[src/rtl/inst_fetch_unit.sv]
// Instruction fetch unit: sequences the program counter, issues one imem read per fetch,
// waits the memory latency and strobes the captured instruction to the IR.
module inst_fetch_unit #(
   parameter int unsigned ADDR_W   = 8,
   parameter int unsigned DATA_W   = 8,
   parameter int unsigned MEM_LAT  = 1,
   parameter int unsigned RESET_PC = 0
) (
   input  logic              clk,
   input  logic              rst_n,
   input  logic              start,
   input  logic              halt,
   input  logic              jump_en,
   input  logic [ADDR_W-1:0] jump_addr,
   input  logic              ir_ready,
   input  logic [DATA_W-1:0] imem_data,
   output logic [ADDR_W-1:0] imem_addr,
   output logic              imem_rd_en,
   output logic [DATA_W-1:0] inst_out,
   output logic              inst_en,
   output logic [ADDR_W-1:0] pc,
   output logic              busy
);

   localparam int unsigned CNT_W = 4;

   typedef enum logic [2:0] {
      S_IDLE,
      S_FETCH,
      S_WAIT,
      S_DELIVER,
      S_STALL
   } state_t;

   state_t              r_state;
   logic [ADDR_W-1:0]   r_pc;
   logic [ADDR_W-1:0]   r_addr;
   logic [CNT_W-1:0]    r_cnt;
   logic [DATA_W-1:0]   r_inst;
   logic                r_rd_en;
   logic                r_inst_en;
   logic                r_busy;

   state_t              w_state_nxt;
   logic [ADDR_W-1:0]   w_pc_nxt;
   logic [ADDR_W-1:0]   w_pc_inc;
   logic [CNT_W-1:0]    w_cnt_nxt;
   logic [DATA_W-1:0]   w_inst_nxt;

   // Next-state, pc, latency counter and capture; halt/jump override normal sequencing
   always_comb begin
      w_state_nxt = r_state;
      w_pc_nxt    = r_pc;
      w_cnt_nxt   = r_cnt;
      w_inst_nxt  = r_inst;
      w_pc_inc    = r_pc + ADDR_W'(1);

      case (r_state)
         S_IDLE: begin
            if (jump_en) begin
               w_pc_nxt = jump_addr;
            end else if (start && !halt) begin
               w_state_nxt = S_FETCH;
            end
         end
         S_FETCH: begin
            w_cnt_nxt   = CNT_W'(MEM_LAT - 1);
            w_state_nxt = S_WAIT;
         end
         S_WAIT: begin
            if (r_cnt == '0) begin
               w_inst_nxt  = imem_data;
               w_state_nxt = S_DELIVER;
            end else begin
               w_cnt_nxt = r_cnt - CNT_W'(1);
            end
         end
         S_DELIVER: begin
            if (ir_ready) begin
               w_pc_nxt    = w_pc_inc;
               w_state_nxt = S_FETCH;
            end else begin
               w_state_nxt = S_STALL;
            end
         end
         S_STALL: begin
            if (ir_ready) begin
               w_pc_nxt    = w_pc_inc;
               w_state_nxt = S_FETCH;
            end
         end
         default: w_state_nxt = S_IDLE;
      endcase

      // An in-flight fetch is dropped; inst_out keeps the last delivered instruction
      if (r_state != S_IDLE) begin
         if (jump_en) begin
            w_pc_nxt    = jump_addr;
            w_state_nxt = S_FETCH;
            w_inst_nxt  = r_inst;
         end
         if (halt) begin
            w_state_nxt = S_IDLE;
            w_inst_nxt  = r_inst;
            w_cnt_nxt   = '0;
            if (!jump_en) begin
               w_pc_nxt = r_pc;
            end
         end
      end
   end

   // State and registered outputs, all derived from the next state
   always_ff @(posedge clk or negedge rst_n) begin
      if (!rst_n) begin
         r_state   <= S_IDLE;
         r_pc      <= ADDR_W'(RESET_PC);
         r_addr    <= ADDR_W'(RESET_PC);
         r_cnt     <= '0;
         r_inst    <= '0;
         r_rd_en   <= 1'b0;
         r_inst_en <= 1'b0;
         r_busy    <= 1'b0;
      end else begin
         r_state   <= w_state_nxt;
         r_pc      <= w_pc_nxt;
         r_addr    <= w_pc_nxt;
         r_cnt     <= w_cnt_nxt;
         r_inst    <= w_inst_nxt;
         r_rd_en   <= (w_state_nxt == S_FETCH);
         r_inst_en <= (w_state_nxt == S_DELIVER);
         r_busy    <= (w_state_nxt != S_IDLE);
      end
   end

   assign imem_addr  = r_addr;
   assign imem_rd_en = r_rd_en;
   assign inst_out   = r_inst;
   assign inst_en    = r_inst_en;
   assign pc         = r_pc;
   assign busy       = r_busy;

endmodule
[config.mk]
export PLATFORM = sky130hd
export DESIGN_NAME = inst_fetch_unit
export DESIGN_NICKNAME = d
export VERILOG_FILES = /design/src/rtl/inst_fetch_unit.sv
export SDC_FILE = /design/constraint.sdc
export NUM_CORES = 1
export LEC_CHECK = 0
export BUFFER_PORTS_ARGS = -buffer_cell sky130_fd_sc_hd__buf_2
export CAP_MARGIN = 20
export CORE_MARGIN = 2
export CORE_UTILIZATION = 45
export CTS_CLUSTER_DIAMETER = 40
export CTS_CLUSTER_SIZE = 10
export DETAILED_ROUTE_END_ITERATION = 16
export PLACE_DENSITY = 0.73
export SYNTH_ARGS = -nofsm -noshare
export SYNTH_HDL_FRONTEND = slang
export SYNTH_SLANG_ARGS = --single-unit
[constraint.sdc]
create_clock -name clk -period 1.6 [get_ports clk]
set_input_delay 0.48 -clock clk [delete_from_list [all_inputs] [get_ports clk]]
set_output_delay 0.48 -clock clk [all_outputs]
set_load 0.01 [all_outputs]
==> summary.txt <==
Status
  – Status: complete, but fails checks
  – Violations in the final reports: setup timing

Place
  – Placed cell areas: between 1500 and 2000 um^2
  – IO Port Bufs: 48
  – Setup WS pre-CTS: -0.175 ns
  – DP HPWL: 2890 um
  – Placer's final routability congestion estimate: ~0.85

Layout
  – Area delta synth->final: 37.2%
  – Diode count: 0
  – Layout cells sized above 1: roughly 50%
  – Register Area: 654 um^2
  – Design area: between 2000 and 2500 um^2
  – Area taken by multi-input logic gates: 862 um^2
  – Post-layout util: 64.1%
  – Fill cell count: 268
  – Final #Nets: 252

Global routing
  – Largest net degree at the start of global routing: 27
  – Global Route met1 Usage: a little over a quarter
  – Busiest layer in global routing: met2
  – Vias in the first global route: 1527
  – First-pass GRT wire length: between 6000 and 7000 um
  – Total grt overflow: 0
  – Initial antenna violation count: 0
  – M3 GR Usage: 4.86%
  – Grt met2 use: between 30% and 40%
  – Total GRT Usage: 22.0%

Clock tree
  – H-tree Lvls: 1
  – Hold buffer count at cts: 0
  – Sink Count: 26
  – Skew-Pair Late Insertion Delay: roughly 0.34 ns
  – CTS clock-pin slew for the worst setup and hold paths: approximately 0.15 ns
  – TritonCTS clock tree: yes
  – Clk buf depth: 2
  – Clock root buffer: clkbuf_4
  – Total CTS buffers: 3

Synth
  – #FFs+latches synth: 26
  – Mapped Area: 1550 um^2
  – Main synth FF type: dfrtp_1
  – Area contributors post-synth: dfrtp_1 (42%), mux2_2 (5.8%), nand2_1 (4.6%)
  – Register area share after synthesis: 42.1%
  – Asr flop ratio synth: 100%
  – Mapped Avg Cell Area: 9.61 um^2
  – Most common cell in the netlist: dfrtp_1
  – Mapped Nets: roughly 190
  – Synth area leader: dfrtp_1
  – Post-synth EDFFs: 0
  – Post-synth top cells: dfrtp_1 (26), nand2_1 (19), o21ai_0 (11), a21oi_1 (10), buf_4 (9)
  – Post-synthesis cell type count: 47
  – Ys Warns: 0
  – Top-area cell type share of the netlist area: 42.1%
  – Post-Synthesis Cells: ~160

STA
  – Setup Total Neg Slack: -1.61 ns
  – Slew Limit Fails: 0
  – Fmax: 566 MHz
  – Fin Hold WS: 0.104 ns
  – Min cycle time layout: roughly 1.8 ns
  – Number of hold violations in the final report: 0
  – Setup WS post-layout: -0.167 ns
  – Least-Margin Pin Slew: 0.575 ns
  – RSZ-0062 raised after global routing: yes
  – Final Setup Violations: 11
  – Setup Skew: 0.00560 ns
  – Tcrit/Tclk final: 110%
  – Slew HR: between 60% and 70%

Floorplan
  – I/O pins: 49
  – Die Width: 62.6 um
  – Starting Density: between 40% and 50%
  – # rows: 21
  – Die Ht: 62.6 um
  – Core box area: 3310 um^2
  – Die area: just under 4000 um^2

Worst setup path
  – Cells on worst reg2reg path: 6
  – Critical Path RT: 1.84 ns
  – Setup crit start: r_cnt[1]$_DFF_PN0_
  – CP Launch Type: flop
  – Setup slack, reg-to-reg: -0.17 ns
  – Critical path class: reg2reg
  – Max Fanout on Critical Path: 8
  – Crit Reg-Reg Startpoint: r_cnt[1]$_DFF_PN0_
  – CP endpoint kind: flop
  – RR Endpoint: inst_out[5]$_DFFE_PN0P_
  – Critical Path AT: 2.01 ns

Route
  – Via-to-Cell Ratio: 5.47
  – Wire per inst: 15.2 um
  – 1st-pass router iterations: 4
  – Initial DRC count: 55
  – DRT Wirelength: 4160 um
  – # DRC: 0
  – Antenna Violating Nets Remaining: 0
  – Via count: 1493

Pwr
  – VDD IR-drop max: approximately 0.00067 V
  – P per Cell Area: 830 nW/um^2
  – Leak pwr: around 1 nW

Hold path
  – Hold crit path type: in2async

Flow run
  – Max-Cap Viols: 0
[cell usage in the layout, fill, tap and decap left out, types with 2 or more instances in the layout]
| cell type | instances |
|---|---|
| a21o_1 | 2 |
| and3_1 | 2 |
| dfrtp_1 | 23 |
| o21ai_1 | 3 |
| clkbuf_4 | 3 |
| a22oi_2 | 2 |
| nand2b_1 | 3 |
| inv_1 | 2 |
| nor4_1 | 3 |
| xnor2_1 | 4 |
| and4_1 | 2 |
| a21oi_1 | 9 |
| nor3_1 | 5 |
| a32o_1 | 3 |
| and2_1 | 4 |
| o21ai_0 | 10 |
| nor2_1 | 3 |
| mux2_2 | 7 |
| nand2_1 | 18 |
| nand3_1 | 3 |
| buf_2 | 48 |
| dfrtp_2 | 3 |
| buf_4 | 30 |
| inv_2 | 3 |
[power by group]
group	internal [mW]	leakage (nW)	switching, mW
Combinational	0.238	0.644	0.243
Sequential	0.743	0.336	0.0650
Clock	0.254	0.0279	0.216
Total	1.24	1.01	0.525
[cell type report]
| class | count | share of cell area [%] |
|---|---|---|
| clock inverter | 1 | 1.42 |
| multi-input combinational | 113 | 40.6 |
| tap | 46 | 2.71 |
| clock buffer | 3 | 1.06 |
| sequential | 26 | 30.8 |
| inverter | 5 | 0.884 |
| timing repair buffer | 79 | 22.5 |
[logic make-up after synthesis]
| logic type | after synthesis | synth area share (%) |
|---|---|---|
| flip-flops | 26 | 42.1 |
| multiplexers | 8 | 5.83 |
| XOR/XNOR | 4 | 2.27 |
| AND/OR/NAND/NOR | 57 | 21.0 |
| adder cells (fa/ha/maj) | 2 | 1.62 |
| buffers and inverters | 22 | 8.66 |
| AO/OA/AOI/OAI | 42 | 18.6 |
[layer usage]
metal / part of all wire, % / vias up
met5: 0 / -
met4: 2.2 / 0
met3: 5.9 / 11
met2: 48 / 61
met1: 44 / 710
li1: - / 711
[worst max path at each step]
stage          cells past startpoint  slack, ns                       to
4_1_cts                            6      -0.14  inst_out[0]$_DFFE_PN0P_
5_1_grt                            9      -0.26       r_cnt[1]$_DFF_PN0_
3_5_place_dp                       6      -0.18  inst_out[1]$_DFFE_PN0P_
3_3_place_gp                       6       -0.1  inst_out[3]$_DFFE_PN0P_
6_report                           6      -0.17  inst_out[5]$_DFFE_PN0P_
2_1_floorplan                      6      -0.13  inst_out[0]$_DFFE_PN0P_
[stage by stage]
stage	power (mW)	cells
6_report	1.76	273
4_1_cts	1.75	270
5_1_grt	1.85	273
2_1_floorplan	1.08	161
3_5_place_dp	1.27	264
3_3_place_gp	1.26	264
[repair_timing]
| action | CTS | global route |
|---|---|---|
| gates resized for setup | 2 | 17 |
| endpoints found under the hold margin | 0 | 0 |
| pin swaps | 3 | 10 |
| gates cloned | 0 | 0 |
| endpoints found under the setup margin | 10 | 19 |
| setup buffers | 2 | 4 |
[state kept, by name, summed over array words and instances (netlist names)]
name	count
r_cnt	4
inst_out	8
r_state	3
inst_en	1
busy	1
imem_rd_en	1
imem_addr	8
[worst max-delay path, cell delays in order, from the launching register on]
cell and delay, ns:
dfrtp_1 0.41, inv_2 0.09, ha_4 0.14, or3b_4 0.40, nor2_4 0.16, nand3_4 0.14, mux2_4 0.33
Power figures use the tool's default switching activity.
